==> src/rtl/math_op_arbiter_if.sv <==
// Bundle between the requesters, the arbiter and the shared G.729 basic-op units.
// Per-requester buses are packed with requester i at slice i.
interface math_op_arbiter_if #(
  parameter int NUM_REQ = 2
);
  // Handshakes: a requester raises req[i] and keeps it high for its whole ownership
  // period; it may drive the shared units only while grant[i]=1. rq_L_shlReady is a
  // one-cycle start strobe honoured only from the owner; L_shlDone is a one-cycle
  // completion pulse from the unit, returned on L_shlDoneOut to the owner only.
  logic [NUM_REQ-1:0]    req;
  logic [NUM_REQ-1:0]    grant;
  logic [16*NUM_REQ-1:0] rq_L_multA;
  logic [16*NUM_REQ-1:0] rq_L_multB;
  logic [16*NUM_REQ-1:0] rq_L_macA;
  logic [16*NUM_REQ-1:0] rq_L_macB;
  logic [32*NUM_REQ-1:0] rq_L_macC;
  logic [16*NUM_REQ-1:0] rq_L_msuA;
  logic [16*NUM_REQ-1:0] rq_L_msuB;
  logic [32*NUM_REQ-1:0] rq_L_msuC;
  logic [16*NUM_REQ-1:0] rq_multA;
  logic [16*NUM_REQ-1:0] rq_multB;
  logic [32*NUM_REQ-1:0] rq_L_shlVar1;
  logic [16*NUM_REQ-1:0] rq_L_shlNumShift;
  logic [NUM_REQ-1:0]    rq_L_shlReady;
  logic [15:0]           L_multOutA;
  logic [15:0]           L_multOutB;
  logic [15:0]           L_macOutA;
  logic [15:0]           L_macOutB;
  logic [31:0]           L_macOutC;
  logic [15:0]           L_msuOutA;
  logic [15:0]           L_msuOutB;
  logic [31:0]           L_msuOutC;
  logic [15:0]           multOutA;
  logic [15:0]           multOutB;
  logic [31:0]           L_shlVar1Out;
  logic [15:0]           L_shlNumShiftOut;
  logic                  L_shlReady;
  logic                  L_shlDone;
  logic [NUM_REQ-1:0]    L_shlDoneOut;
  logic                  busy;
  logic                  hold_err;
  logic                  dbg_owned;

  modport slave (
    input  req, rq_L_multA, rq_L_multB, rq_L_macA, rq_L_macB, rq_L_macC,
           rq_L_msuA, rq_L_msuB, rq_L_msuC, rq_multA, rq_multB,
           rq_L_shlVar1, rq_L_shlNumShift, rq_L_shlReady, L_shlDone,
    output grant, L_multOutA, L_multOutB, L_macOutA, L_macOutB, L_macOutC,
           L_msuOutA, L_msuOutB, L_msuOutC, multOutA, multOutB,
           L_shlVar1Out, L_shlNumShiftOut, L_shlReady, L_shlDoneOut,
           busy, hold_err, dbg_owned
  );

  modport master (
    output req, rq_L_multA, rq_L_multB, rq_L_macA, rq_L_macB, rq_L_macC,
           rq_L_msuA, rq_L_msuB, rq_L_msuC, rq_multA, rq_multB,
           rq_L_shlVar1, rq_L_shlNumShift, rq_L_shlReady, L_shlDone,
    input  grant, L_multOutA, L_multOutB, L_macOutA, L_macOutB, L_macOutC,
           L_msuOutA, L_msuOutB, L_msuOutC, multOutA, multOutB,
           L_shlVar1Out, L_shlNumShiftOut, L_shlReady, L_shlDoneOut,
           busy, hold_err, dbg_owned
  );
endinterface

==> src/rtl/math_op_arbiter.sv <==
// Round-robin owner arbiter sharing one set of G.729 basic-op units between NUM_REQ
// requesters; the owner keeps the units while req is high or an L_shl is in flight.
module math_op_arbiter #(
  parameter int NUM_REQ  = 2,
  parameter int MAX_HOLD = 255
) (
  input logic              clk,
  input logic              reset,
  math_op_arbiter_if.slave bus
);
  localparam int          PW         = (NUM_REQ > 2) ? 2 : 1;
  localparam logic [15:0] MAX_HOLD_C = 16'(MAX_HOLD);

  typedef enum logic {IDLE = 1'b0, OWNED = 1'b1} state_t;

  state_t             state_q, state_d;
  logic [NUM_REQ-1:0] grant_q, grant_d;
  logic [PW-1:0]      owner_q, owner_d;
  logic [PW-1:0]      ptr_q, ptr_d;
  logic               busy_q, busy_d;
  logic               hold_err_q, hold_err_d;
  logic [15:0]        hold_cnt_q, hold_cnt_d;

  logic               shl_ready;
  logic               release_own;
  logic [PW-1:0]      next_ptr;
  logic [PW:0]        pick;
  logic [NUM_REQ-1:0] others_req;

  // {found, index} of the first set request at or after p, wrapping upward.
  function automatic logic [PW:0] rr_pick(input logic [NUM_REQ-1:0] r,
                                          input logic [PW-1:0] p);
    logic [PW:0] res;
    int          idx;
    res = '0;
    for (int j = NUM_REQ - 1; j >= 0; j--) begin
      idx = (int'(p) + j) % NUM_REQ;
      if (r[idx]) res = {1'b1, PW'(idx)};
    end
    return res;
  endfunction

  assign shl_ready = |(bus.rq_L_shlReady & grant_q);

  always_comb begin
    state_d    = state_q;
    grant_d    = grant_q;
    owner_d    = owner_q;
    ptr_d      = ptr_q;
    next_ptr   = (int'(owner_q) == NUM_REQ - 1) ? '0 : owner_q + 1'b1;
    // A strobe on the release cycle starts an op, so ownership must stay with it.
    release_own = (state_q == OWNED) && !bus.req[owner_q] && !busy_q && !shl_ready;
    pick       = rr_pick(bus.req, (state_q == OWNED) ? next_ptr : ptr_q);

    if (state_q == IDLE || release_own) begin
      if (release_own) ptr_d = next_ptr;
      grant_d = '0;
      if (pick[PW]) begin
        state_d              = OWNED;
        owner_d              = pick[PW-1:0];
        grant_d[pick[PW-1:0]] = 1'b1;
      end else begin
        state_d = IDLE;
      end
    end

    // A new start wins over a completion landing on the same edge.
    if (shl_ready)          busy_d = 1'b1;
    else if (bus.L_shlDone) busy_d = 1'b0;
    else                    busy_d = busy_q;

    others_req = bus.req & ~grant_q;
    hold_cnt_d = hold_cnt_q;
    if (grant_d != grant_q)
      hold_cnt_d = '0;
    else if (state_q == OWNED && |others_req && hold_cnt_q != 16'hFFFF)
      hold_cnt_d = hold_cnt_q + 16'd1;
    hold_err_d = hold_err_q | (hold_cnt_d >= MAX_HOLD_C);
  end

  always_ff @(posedge clk or negedge reset) begin
    if (!reset) begin
      state_q    <= IDLE;
      grant_q    <= '0;
      owner_q    <= '0;
      ptr_q      <= '0;
      busy_q     <= 1'b0;
      hold_err_q <= 1'b0;
      hold_cnt_q <= '0;
    end else begin
      state_q    <= state_d;
      grant_q    <= grant_d;
      owner_q    <= owner_d;
      ptr_q      <= ptr_d;
      busy_q     <= busy_d;
      hold_err_q <= hold_err_d;
      hold_cnt_q <= hold_cnt_d;
    end
  end

  // AND-OR operand mux: grant is one-hot or zero, so no owner yields all zeros.
  always_comb begin
    bus.L_multOutA       = '0;
    bus.L_multOutB       = '0;
    bus.L_macOutA        = '0;
    bus.L_macOutB        = '0;
    bus.L_macOutC        = '0;
    bus.L_msuOutA        = '0;
    bus.L_msuOutB        = '0;
    bus.L_msuOutC        = '0;
    bus.multOutA         = '0;
    bus.multOutB         = '0;
    bus.L_shlVar1Out     = '0;
    bus.L_shlNumShiftOut = '0;
    for (int i = 0; i < NUM_REQ; i++) begin
      if (grant_q[i]) begin
        bus.L_multOutA       = bus.rq_L_multA[16*i +: 16];
        bus.L_multOutB       = bus.rq_L_multB[16*i +: 16];
        bus.L_macOutA        = bus.rq_L_macA[16*i +: 16];
        bus.L_macOutB        = bus.rq_L_macB[16*i +: 16];
        bus.L_macOutC        = bus.rq_L_macC[32*i +: 32];
        bus.L_msuOutA        = bus.rq_L_msuA[16*i +: 16];
        bus.L_msuOutB        = bus.rq_L_msuB[16*i +: 16];
        bus.L_msuOutC        = bus.rq_L_msuC[32*i +: 32];
        bus.multOutA         = bus.rq_multA[16*i +: 16];
        bus.multOutB         = bus.rq_multB[16*i +: 16];
        bus.L_shlVar1Out     = bus.rq_L_shlVar1[32*i +: 32];
        bus.L_shlNumShiftOut = bus.rq_L_shlNumShift[16*i +: 16];
      end
    end
  end

  assign bus.grant        = grant_q;
  assign bus.busy         = busy_q;
  assign bus.hold_err     = hold_err_q;
  assign bus.L_shlReady   = shl_ready;
  assign bus.L_shlDoneOut = {NUM_REQ{bus.L_shlDone}} & grant_q;
  assign bus.dbg_owned    = (state_q == OWNED);
endmodule

==> src/flat_wrapper.sv <==
// flat-port wrapper written by rule: the top's interface ports become plain ports
module math_op_arbiter_flat 
#(
  parameter int NUM_REQ  = 2,
  parameter int MAX_HOLD = 255
)
  (clk, reset, bus_req, bus_rq_L_multA, bus_rq_L_multB, bus_rq_L_macA, bus_rq_L_macB, bus_rq_L_macC, bus_rq_L_msuA, bus_rq_L_msuB, bus_rq_L_msuC, bus_rq_multA, bus_rq_multB, bus_rq_L_shlVar1, bus_rq_L_shlNumShift, bus_rq_L_shlReady, bus_L_shlDone, bus_grant, bus_L_multOutA, bus_L_multOutB, bus_L_macOutA, bus_L_macOutB, bus_L_macOutC, bus_L_msuOutA, bus_L_msuOutB, bus_L_msuOutC, bus_multOutA, bus_multOutB, bus_L_shlVar1Out, bus_L_shlNumShiftOut, bus_L_shlReady, bus_L_shlDoneOut, bus_busy, bus_hold_err, bus_dbg_owned);
  math_op_arbiter_if #(.NUM_REQ(NUM_REQ)) bus_i ();
  input logic clk;
  input logic reset;
  input wire logic [$bits(bus_i.req)-1:0] bus_req;
  input wire logic [$bits(bus_i.rq_L_multA)-1:0] bus_rq_L_multA;
  input wire logic [$bits(bus_i.rq_L_multB)-1:0] bus_rq_L_multB;
  input wire logic [$bits(bus_i.rq_L_macA)-1:0] bus_rq_L_macA;
  input wire logic [$bits(bus_i.rq_L_macB)-1:0] bus_rq_L_macB;
  input wire logic [$bits(bus_i.rq_L_macC)-1:0] bus_rq_L_macC;
  input wire logic [$bits(bus_i.rq_L_msuA)-1:0] bus_rq_L_msuA;
  input wire logic [$bits(bus_i.rq_L_msuB)-1:0] bus_rq_L_msuB;
  input wire logic [$bits(bus_i.rq_L_msuC)-1:0] bus_rq_L_msuC;
  input wire logic [$bits(bus_i.rq_multA)-1:0] bus_rq_multA;
  input wire logic [$bits(bus_i.rq_multB)-1:0] bus_rq_multB;
  input wire logic [$bits(bus_i.rq_L_shlVar1)-1:0] bus_rq_L_shlVar1;
  input wire logic [$bits(bus_i.rq_L_shlNumShift)-1:0] bus_rq_L_shlNumShift;
  input wire logic [$bits(bus_i.rq_L_shlReady)-1:0] bus_rq_L_shlReady;
  input wire logic [$bits(bus_i.L_shlDone)-1:0] bus_L_shlDone;
  output wire logic [$bits(bus_i.grant)-1:0] bus_grant;
  output wire logic [$bits(bus_i.L_multOutA)-1:0] bus_L_multOutA;
  output wire logic [$bits(bus_i.L_multOutB)-1:0] bus_L_multOutB;
  output wire logic [$bits(bus_i.L_macOutA)-1:0] bus_L_macOutA;
  output wire logic [$bits(bus_i.L_macOutB)-1:0] bus_L_macOutB;
  output wire logic [$bits(bus_i.L_macOutC)-1:0] bus_L_macOutC;
  output wire logic [$bits(bus_i.L_msuOutA)-1:0] bus_L_msuOutA;
  output wire logic [$bits(bus_i.L_msuOutB)-1:0] bus_L_msuOutB;
  output wire logic [$bits(bus_i.L_msuOutC)-1:0] bus_L_msuOutC;
  output wire logic [$bits(bus_i.multOutA)-1:0] bus_multOutA;
  output wire logic [$bits(bus_i.multOutB)-1:0] bus_multOutB;
  output wire logic [$bits(bus_i.L_shlVar1Out)-1:0] bus_L_shlVar1Out;
  output wire logic [$bits(bus_i.L_shlNumShiftOut)-1:0] bus_L_shlNumShiftOut;
  output wire logic [$bits(bus_i.L_shlReady)-1:0] bus_L_shlReady;
  output wire logic [$bits(bus_i.L_shlDoneOut)-1:0] bus_L_shlDoneOut;
  output wire logic [$bits(bus_i.busy)-1:0] bus_busy;
  output wire logic [$bits(bus_i.hold_err)-1:0] bus_hold_err;
  output wire logic [$bits(bus_i.dbg_owned)-1:0] bus_dbg_owned;
  assign bus_i.req = bus_req;
  assign bus_i.rq_L_multA = bus_rq_L_multA;
  assign bus_i.rq_L_multB = bus_rq_L_multB;
  assign bus_i.rq_L_macA = bus_rq_L_macA;
  assign bus_i.rq_L_macB = bus_rq_L_macB;
  assign bus_i.rq_L_macC = bus_rq_L_macC;
  assign bus_i.rq_L_msuA = bus_rq_L_msuA;
  assign bus_i.rq_L_msuB = bus_rq_L_msuB;
  assign bus_i.rq_L_msuC = bus_rq_L_msuC;
  assign bus_i.rq_multA = bus_rq_multA;
  assign bus_i.rq_multB = bus_rq_multB;
  assign bus_i.rq_L_shlVar1 = bus_rq_L_shlVar1;
  assign bus_i.rq_L_shlNumShift = bus_rq_L_shlNumShift;
  assign bus_i.rq_L_shlReady = bus_rq_L_shlReady;
  assign bus_i.L_shlDone = bus_L_shlDone;
  assign bus_grant = bus_i.grant;
  assign bus_L_multOutA = bus_i.L_multOutA;
  assign bus_L_multOutB = bus_i.L_multOutB;
  assign bus_L_macOutA = bus_i.L_macOutA;
  assign bus_L_macOutB = bus_i.L_macOutB;
  assign bus_L_macOutC = bus_i.L_macOutC;
  assign bus_L_msuOutA = bus_i.L_msuOutA;
  assign bus_L_msuOutB = bus_i.L_msuOutB;
  assign bus_L_msuOutC = bus_i.L_msuOutC;
  assign bus_multOutA = bus_i.multOutA;
  assign bus_multOutB = bus_i.multOutB;
  assign bus_L_shlVar1Out = bus_i.L_shlVar1Out;
  assign bus_L_shlNumShiftOut = bus_i.L_shlNumShiftOut;
  assign bus_L_shlReady = bus_i.L_shlReady;
  assign bus_L_shlDoneOut = bus_i.L_shlDoneOut;
  assign bus_busy = bus_i.busy;
  assign bus_hold_err = bus_i.hold_err;
  assign bus_dbg_owned = bus_i.dbg_owned;
  math_op_arbiter #(.NUM_REQ(NUM_REQ), .MAX_HOLD(MAX_HOLD)) u_core (.clk(clk), .reset(reset), .bus(bus_i));
endmodule
==> config.mk <==
export PLATFORM = sky130hd
export DESIGN_NAME = math_op_arbiter_flat
export DESIGN_NICKNAME = d
export VERILOG_FILES = /design/src/rtl/math_op_arbiter_if.sv /design/src/rtl/math_op_arbiter.sv /design/src/flat_wrapper.sv
export SDC_FILE = /design/constraint.sdc
export NUM_CORES = 1
export LEC_CHECK = 0
export ABC_AREA = 1
export CAP_MARGIN = 20
export CORE_AREA = 3 3 288 290
export CTS_CLUSTER_DIAMETER = 150
export DETAILED_ROUTE_END_ITERATION = 7
export DIE_AREA = 0 0 291 293
export SYNTH_ARGS = -nofsm -noshare
export SYNTH_HDL_FRONTEND = slang
export SYNTH_SLANG_ARGS = --single-unit
==> constraint.sdc <==
create_clock -name clk -period 2.3 [get_ports clk]
set_clock_uncertainty 0.1 [all_clocks]
set_input_delay 0.46 -clock clk [delete_from_list [all_inputs] [get_ports clk]]
set_output_delay 0.46 -clock clk [all_outputs]
set_load 0.01 [all_outputs]
==> flow_summary_export.csv, run 1 <==
group,metric,value,unit
place,detailed_place_hpwl,45320,µm
power,pwr-share-comb,93.0,%
power,pwr-share-seq,4.5,%
floorplanning,boundaryPins,735,
floorplanning,core-area,0.08055,mm²
synthesis,ys_types,28,
clock_tree,clockBufferDepth,2,
synthesis,syn_nets,1525,
clock_tree,cts_hold_buffers,0,
sta,min_period,2.387,ns
setup_path,critPathKind,"register to output pin",
floorplanning,start_util,6.154,%
route,ant_nets,0,
power,power_density,1016,mW/mm²
setup_path,worstPathCellList,"inv_12 -> buf_16 -> buf_8 -> buf_8 -> buf_12 -> buf_6 -> nand3_2 -> nand2_2 -> buf_6",
layout,nets,2333,
layout,syn_to_final_growth,209.1,%
layout,drive_above_1_share,26.68,%
status,status,"finished, violations left",
sta,maxSlewHeadroom,74.79,%
synthesis,synth_edf_count,0,
synthesis,synthTopCellsByCount,"557 x nand2_1, 252 x nand3_1, 76 x clkbuf_1, 35 x inv_1, 24 x nor2_1",
sta,post-route-period-util,103.8,%
sta,rsz0062_at_grt,"yes",
synthesis,yosysSeqAreaShare,11.61,%
place,place_congestion,0.9177,
sta,setup_viol,30,
grt,track_usage,11.59,%
grt,antenna_found_initial,16,
sta,fin_ws,-0.08704,ns
synthesis,synth_top_area_share,42.18,%
setup_path,cpMaxStageDelayCell,"dfrtp_4",
clock_tree,cts-root-buf,"clkbuf_16",
grt,grt.met2_usage,18.55,%
clock_tree,cts_inserted_buffers,3,
route,route.detailed.drc,0,
power,leakagePower,7.482,nW
grt,grt_pass1_wl,71140,µm
route,drtIter0Drc,407,
synthesis,synth_area,0.004957,mm²
synthesis,synthCells,1037,
setup_path,slowest_delay,0.57,ns
layout,seqCellArea,583.1,µm²
synthesis,yosys_most_used_dff,"dfrtp_1",
setup_path,start_kind,"register",
clock_tree,clkTransAtPathRegs,0.06,ns
grt,grt_max_degree,45,
status,violations,"negative setup slack",
setup_path,crit_path_end_kind,"output pin",
power,power.switching,7.940,mW
synthesis,async_flop_share,100.0,%
synthesis,synth_area_leader_cell,"nand2_1",
power,clockPowerShare,2.5,%
sta,hold_ws,0.4107,ns
run,cap_violations,0,
synthesis,synth_seq_cells,23,
grt,gr-total-overflow,0,
synthesis,postSynthAreaPerCell,4.780,µm²
route,wl_per_cell,19.26,µm
route,vias_per_cell,3.426,
clock_tree,cts.sink_count,23,
worst_hold_path,min_path_type,"register to register",
setup_path,cp_data_required_time,1.74,ns
synthesis,synth_most_common_cell,"nand2_1",
route,firstDrtPassIters,6,
place,portBuffers,734,
route,vias,9970,
floorplanning,die-width,291,µm
grt,use_met3,7.528,%
floorplanning,row_count,104,
floorplanning,die_area,0.08526,mm²
route,wl,56040,µm
grt,busiest_layer,"met2",
sta,drv_slew,0,
layout,multi_input_area,0.004330,mm²
layout,fin_util,19.03,%
power,switching_share,51.02,%
grt,grt_pass1_vias,9667,
clock_tree,clkLatencyLatePin,0.26,ns
floorplanning,die_h,293,µm
grt,met1_usage,13.28,%
clock_tree,htree_num_levels,1,
power,p_int,7.623,mW
power,vdd_drop_max,0.3386,mV
setup_path,worstPathArrival,1.83,ns
synthesis,ys_warn_count,0,
layout,n_fill_cell,9134,
sta,tightest_slew,0.3781,ns
sta,hold_viol,0,
setup_path,cp_max_fo,7,
sta,fmax,418.9,MHz
clock_tree,cts_tree,"done",
synthesis,synth_area_leaders,"nand2_1 42%, nand3_1 25%, dfrtp_1 12%",
[layer usage]
metal	wire length [µm]	part of all wire (%)	up-vias
li1	-	-	4925
met1	21460	38	4452
met2	25080	45	537
met3	8620	15	50
met4	838	1.5	6
met5	34	0.061	-
[critical path, delay by kind of cell, from the launching register on]
family | cells | cell delay (ns)
buffers and inverters | 7 | 0.85
DFF | 1 | 0.57
and+or+nand+nor | 2 | 0.15
[worst paths after layout]
| path | from | to | slack, ns | cells after the start |
|---|---|---|---|---|
| max reg2reg | u_core.bus.grant[1] | u_core.bus.hold_err | 0.02 | 15 |
| max in group asynchronous | reset | u_core.bus.grant[0] | 1.35 | 2 |
| min | u_core.ptr_q | u_core.ptr_q | 0.41 | 2 |
| max | u_core.bus.grant[1] | bus_L_msuOutA[0] | -0.09 | 9 |
| min reg2reg | u_core.ptr_q | u_core.ptr_q | 0.41 | 2 |
| min in group asynchronous | reset | u_core.hold_cnt_q[12] | 0.47 | 2 |
[layout by cell type (no fill, tap or decap), drive strengths merged]
cell type and count:
nand2 568, clkdlybuf4s50 490, nand3 254, buf 223
clkbuf 129, inv 39, nor2 34, dlymetal6s2s 27
dfrtp 23, o21ai 12, clkdlybuf4s15 10, xor2 8
dlygate4sd2 8, nand4 7, diode 6, a21oi 5
nor3 2, nand3b 1, a21o 1, o211ai 1
ha 1, bufbuf 1
[through the flow]
step / instance area, µm² / power, mW / setup slack [ns] / setup TNS, ns / cells
2_1_floorplan: 4957 / 5.403 / 0.4150 / 0 / 1037
3_3_place_gp: 14470 / 13.79 / -0.3848 / -1.321 / 2840
3_5_place_dp: 14470 / 13.71 / -0.3594 / -1.355 / 2840
4_1_cts: 14840 / 14.40 / -0.3069 / -19.86 / 2861
5_1_grt: 15310 / 16.78 / -0.1548 / -3.954 / 2904
6_report: 15320 / 15.56 / -0.08704 / -0.8778 / 2910
[state kept, by name, summed over array words and instances, names as in the netlist]
signal and flops:
u_core.bus.busy 1, u_core.bus.dbg_owned 1, u_core.bus.grant 2, u_core.hold_cnt_q 16, u_core.owner_q 1, u_core.ptr_q 1, u_core.bus.hold_err 1
[power groups by stage]
stage	Combinational, mW	Sequential, mW	Clock, mW
6_report	14.5	0.698	0.388
5_1_grt	15.7	0.717	0.409
4_1_cts	13.3	0.698	0.399
3_5_place_dp	13.0	0.695	0
3_3_place_gp	13.1	0.692	0
2_1_floorplan	4.77	0.631	0
[logic make-up after synthesis]
logic type / after synthesis / synth area share [%]
AOI/OAI and AO/OA: 19 / 2.095
and+or+nand+nor: 865 / 75.01
adders and majority gates: 1 / 0.2524
DFF: 23 / 11.61
xor gates and xnor gates: 8 / 1.413
buffers and inverters: 121 / 9.616
[timing repair]
action / in CTS / in global routing
setup endpoints to repair: 226 / 230
pin swaps: 0 / 39
gates cloned: 6 / 12
setup buffers: 11 / 36
resized for setup: 284 / 525
[layout make-up]
type / count / share of cell area, %
well taps: 1060 / 8.654
repair buffers: 884 / 57.62
diodes: 6 / 0.09798
flip-flops and latches: 23 / 3.805
multi-input cells: 894 / 28.26
clock buffers: 4 / 0.5144
inverters: 39 / 1.053
Note: power is estimated with default switching activity, not from simulation.
==> run 2, diff against run 1 <==
- CAP_MARGIN: 20 -> 0
==> results of run 2 <==
The final DEF is identical to that of run 1; final timing and power are the same.
==> run 3, diff against run 2 <==
- RECOVER_POWER: not set -> 100
==> run 3 against run 2 <==
  * The run still ends with negative setup slack left
  * Sequential power is essentially flat
  * Sequential share of layout area is the same
  * Utilization is the same
  * Worst setup slack is the same
  * Register-to-register slack is essentially flat
  * Clock power is essentially flat
  * Hold slack is the same
  * Non-clock buffer count is the same
  * First-iteration DRC count is the same
  * Cell area is the same
  * Routed wire length is the same
  * Die area is the same
  * Critical path type unchanged
  * Largest cell class unchanged
==> flow_summary_export.csv, run 3 (same netlist as run 1, synthesis figures left out) <==
group,metric,value,unit
place,place_congestion,0.9177,
floorplanning,core-area,0.08055,mm²
route,route.detailed.drc,0,
layout,nets,2333,
power,vdd_drop_max,0.3386,mV
setup_path,start_kind,"register",
sta,post-route-period-util,103.8,%
place,place_area,0.01447,mm²
grt,grt_max_degree,45,
route,drtIter0Drc,407,
setup_path,reg2reg_to,"u_core.bus.hold_err",
floorplanning,die_area,0.08526,mm²
route,firstDrtPassIters,6,
floorplanning,boundaryPins,735,
sta,fin_ws,-0.08704,ns
grt,grt_pass1_vias,9667,
setup_path,cp_max_fo,7,
worst_hold_path,hold-path-cell-count,2,
grt,use_met3,7.528,%
status,status,"finished, violations left",
worst_hold_path,min_path_type,"register to register",
clock_tree,cts_tree,"done",
clock_tree,htree_num_levels,1,
setup_path,critPathKind,"register to output pin",
layout,layout_commonest_cell,"nand2_1",
grt,busiest_layer,"met2",
clock_tree,cts.sink_count,23,
clock_tree,clockBufferDepth,2,
layout,n_fill_cell,9134,
layout,syn_to_final_growth,209.1,%
layout,seqCellArea,583.1,µm²
clock_tree,cts_inserted_buffers,3,
sta,drv_slew,0,
sta,min_period,2.387,ns
clock_tree,clkTransAtPathRegs,0.06,ns
setup_path,worstPathArrival,1.83,ns
place,numPlacedInstances,2840,
grt,grt_pass1_wl,71140,µm
grt,grt.met2_usage,18.55,%
sta,hold_viol,0,
run,cap_violations,0,
grt,gr-total-overflow,0,
route,wl,56040,µm
layout,top_register,"u_core.hold_cnt_q",
layout,stdcell_count,2910,
route,wl_per_cell,19.26,µm
grt,antenna_found_initial,16,
setup_path,rr_worst_depth,15,
place,detailed_place_hpwl,45320,µm
route,vias_per_cell,3.426,
sta,tns,-0.8778,ns
setup_path,r2r_setup_slack,0.02,ns
setup_path,crit_path_end_kind,"output pin",
sta,tightest_slew,0.3781,ns
floorplanning,row_count,104,
layout,largest_register_ffs,16,
sta,setup_viol,30,
place,portBuffers,734,
layout,drive_above_1_share,26.68,%
setup_path,r2r_start,"u_core.bus.grant[1]",
floorplanning,die_h,293,µm
power,leakagePower,7.482,nW
route,vias,9970,
floorplanning,die-width,291,µm
worst_hold_path,min_to,"u_core.ptr_q",
sta,fmax,418.9,MHz
power,power_density,1016,mW/mm²
sta,maxSlewHeadroom,74.79,%
grt,met1_usage,13.28,%
clock_tree,cts-root-buf,"clkbuf_16",
route,ant_nets,0,
layout,design_area,0.01532,mm²
layout,final_cell_mix,"490 x nand2_1, 489 x clkdlybuf4s50_1, 220 x nand3_1",
clock_tree,clkLatencyLatePin,0.26,ns
layout,multi_input_area,0.004330,mm²
grt,track_usage,11.59,%
sta,rsz0062_at_grt,"yes",
floorplanning,start_util,6.154,%
worst_hold_path,hp-start,"u_core.ptr_q",
setup_path,cp_data_required_time,1.74,ns
status,violations,"negative setup slack",
[run 3: layout make-up]
| class | count | share of cell area (%) |
|---|---|---|
| Clock buffer | 4 | 0.5144 |
| Timing Repair Buffer | 884 | 57.62 |
| Tap cell | 1060 | 8.654 |
| Sequential cell | 23 | 3.805 |
| Antenna cell | 6 | 0.09798 |
| Inverter | 39 | 1.053 |
| Multi-Input combinational cell | 894 | 28.26 |
[run 3: routing by layer]
layer	share of wire [%]	vias up
li1	-	4925
met1	38	4452
met2	45	537
met3	15	50
met4	1.5	6
met5	0.061	-
[run 3: report_power, final]
part           leakage [nW]  internal [mW]  switching [mW]  total (mW)
registers             0.285          0.532           0.166       0.698
clock network        0.0382          0.237           0.151       0.388
logic                  7.16           6.85            7.62        14.5
total                  7.48           7.62            7.94        15.6
[run 3: repair_timing]
item,CTS,global route
cloned,6,12
pin swaps,0,39
setup buffers,11,36
setup endpoints to repair,226,230
hold buffers,0,0
gates resized for setup,284,525
[run 3: worst max path at each step]
| stage | from | slack [ns] | cells after the start | end |
|---|---|---|---|---|
| final | u_core.bus.grant[1] | -0.09 | 9 | bus_L_msuOutA[0] |
| after global routing | u_core.bus.grant[1] | -0.15 | 9 | bus_L_msuOutA[0] |
| after detailed placement | bus_rq_multA[8] | -0.36 | 4 | bus_multOutA[8] |
| after global placement | bus_rq_multA[8] | -0.38 | 4 | bus_multOutA[8] |
| after floorplan | u_core.bus.grant[0] | 0.41 | 5 | bus_L_msuOutC[28] |
| after CTS | u_core.bus.grant[1] | -0.31 | 6 | bus_L_msuOutA[12] |
[run 3: metrics by stage]
| stage | total power [mW] | utilization (%) | worst slack, ns | hold WS (ns) |
|---|---|---|---|---|
| after floorplan | 5.403 | - | 0.4150 | 0.06441 |
| after global placement | 13.79 | 17.97 | -0.3848 | 0.3759 |
| after detailed placement | 13.71 | 17.97 | -0.3594 | 0.4002 |
| after CTS | 14.40 | 18.42 | -0.3069 | 0.4163 |
| after global routing | 16.78 | 19.01 | -0.1548 | 0.4485 |
| final | 15.56 | 19.03 | -0.08704 | 0.4107 |
[run 3: critical path, stage by stage (launching register included)]
cell and delay, ns:
dfrtp_4 0.57, inv_12 0.13, buf_16 0.13, buf_8 0.12, buf_8 0.14, buf_12 0.13, buf_6 0.09, nand3_2 0.06
nand2_2 0.09, buf_6 0.11
==> edit (flow settings as in run 2) <==
`NUM_REQ` is set to 2 in 3 places; all go to 1.
--- a/src/rtl/math_op_arbiter_if.sv
+++ b/src/rtl/math_op_arbiter_if.sv
@@ -2,5 +2,5 @@
 // Per-requester buses are packed with requester i at slice i.
 interface math_op_arbiter_if #(
-  parameter int NUM_REQ = 2
+  parameter int NUM_REQ = 1
 );
   // Handshakes: a requester raises req[i] and keeps it high for its whole ownership
--- a/src/rtl/math_op_arbiter.sv
+++ b/src/rtl/math_op_arbiter.sv
@@ -2,5 +2,5 @@
 // requesters; the owner keeps the units while req is high or an L_shl is in flight.
 module math_op_arbiter #(
-  parameter int NUM_REQ  = 2,
+  parameter int NUM_REQ  = 1,
   parameter int MAX_HOLD = 255
 ) (
--- a/src/flat_wrapper.sv
+++ b/src/flat_wrapper.sv
@@ -2,5 +2,5 @@
 module math_op_arbiter_flat 
 #(
-  parameter int NUM_REQ  = 2,
+  parameter int NUM_REQ  = 1,
   parameter int MAX_HOLD = 255
 )
Ports: changed (16 resized); port bits go from 735 to 491. The function was not compared with the original's and may differ.
==> edit against run 2 <==
Setup slack improved by 0.14 ns. Clock power rose by 5%. Sequential cell count fell by 3. Fmax rose by 6.3%. Critical path type unchanged. Power fell by 50%. Register-to-register slack improved by 0.21 ns. Core utilization fell by 6.2 points. Wire length fell by 29%. Synthesized area fell by 34%. Critical endpoint is now bus_L_macOutC[17]. Cell area fell by 33%. Via count fell by 42%. Combinational power fell by 53%.
==> edit: results (changes against run 2) <==
CRITICAL_PATH_DESTINATION='bus_L_macOutC[17]'
MULTI_INPUT_AREA_UM2=1640  # -62%
WIRE_PER_INST_UM=17.4  # -9.7%
HOLD_CLASS='in2async'
N_MULTI_INPUT_COMBINATIONAL_CELL=383  # -57%
PRE_CTS_SLACK_NS=-0.0767  # +0.283 ns
SYN_AREA_PER_CELL_UM2=4.62  # -3.3%
OUTCOME='completed'
AREA.GROWTH.SYNTH_TO_FINAL_PCT=215
N_ALL_INVERTERS=277  # +610%
AREA.SHARE.SEQUENTIAL_PCT=4.88  # +1.1 points
WL_MET3_UM=8890  # +3.2%
DP.CELLS=2253  # -21%
MAX-VDD-IR-DROP_mV=0.436  # +29%
FIN_NETS=1453  # -38%
HOLDWS_NS=0.454  # +0.0433 ns
POST_SYNTH_MAIN_AREA_CONTRIBUTORS='nand2_1 (35%), inv_1 (31%), dfrtp_1 (15%)'
NNONCLKBUFFERS=522  # -41%
NONCLKBUFAREAFRAC_PCT=55.2  # -2.4 points
LAYOUT-DRIVE-GT1-SHARE_PCT=11.4  # -15 points
POST-DP-HPWL_UM=35000  # -23%
POST_SYNTH_INST_COUNT=709  # -32%
PLACE_AREA_UM2=9950  # -31%
RR_WORST_DEPTH=10  # -5
MAXIMUM_NUMBER_OF_PINS_ON_ONE_NET_BEFORE_GLOBAL_ROUTE_REPAIR=37  # -18%
SYNTH-ADDER-AREA-SHARE_PCT=0.382  # +0.13 points
TIMING.CRITICAL_PATH.SLOWEST_CELL_DELAY_NS=0.48  # -0.09 ns
GP_CONGESTION=0.869  # -5.3%
SYNTH-XOR-AREA-SHARE_PCT=0.534  # -0.88 points
SEQ_AREA_FRAC_SYNTH_PCT=15.3  # +3.7 points
N_ANTENNA_CELL=11  # +5
DRT_ITER0_DRC=251  # -38%
GRT_PASS1_WL_UM=50100  # -30%
DRTPASS1ITERATIONS=5  # -1
PORTBUFFERS=490  # -33%
POSTSYNTHNETCOUNT=955  # -37%
CP_MAX_FO=16  # +9
SYNTHTOPCELLSBYCOUNT='nand2_1 (302), inv_1 (272), clkbuf_1 (26)'
LEAKAGE_uW=0.00674  # -10%
VIA_COUNT_OF_THE_FIRST_GLOBAL_ROUTING_PASS=5739  # -41%
SEQ_CELLS=20  # -13%
SETUP.REG_TO_REG.WORST_SLACK_NS=0.23  # +0.21 ns
GROUTE.USAGE.OVERALL_PCT=8.69  # -2.9 points
edit: cell count changes in the layout (fill, tap and decap cells not counted), moves of 50 or more:
| cell | run 2 | this run |
|---|---|---|
| clkbuf_2 | 115 | 17 |
| nand2_2 | 63 | 13 |
| inv_1 | 35 | 271 |
| nand2_1 | 490 | 295 |
| clkdlybuf4s50_1 | 490 | 251 |
| dlygate4sd2_1 | 8 | 98 |
| nand3_1 | 220 | 22 |
edit: power breakdown:
part | internal (µW) | switching, µW | leakage, µW
Clock | 266 | 142 | 0.0000442
Sequential | 442 | 96.8 | 0.000253
Combinational | 3280 | 3530 | 0.00644
edit: routing by layer:
metal	global-route usage [%]	up-vias
li1	-	2882
met1	10.6	2541
met2	12.1	371
met3	7.44	18
met4	0.379	6
met5	0	-
edit: cells by family after synthesis:
group,after synthesis
and+or+nand+nor,372
buffers and inverters,306
DFF,20
AOI/OAI and AO/OA,8
xor gates and xnor gates,2
adders and majority gates,1
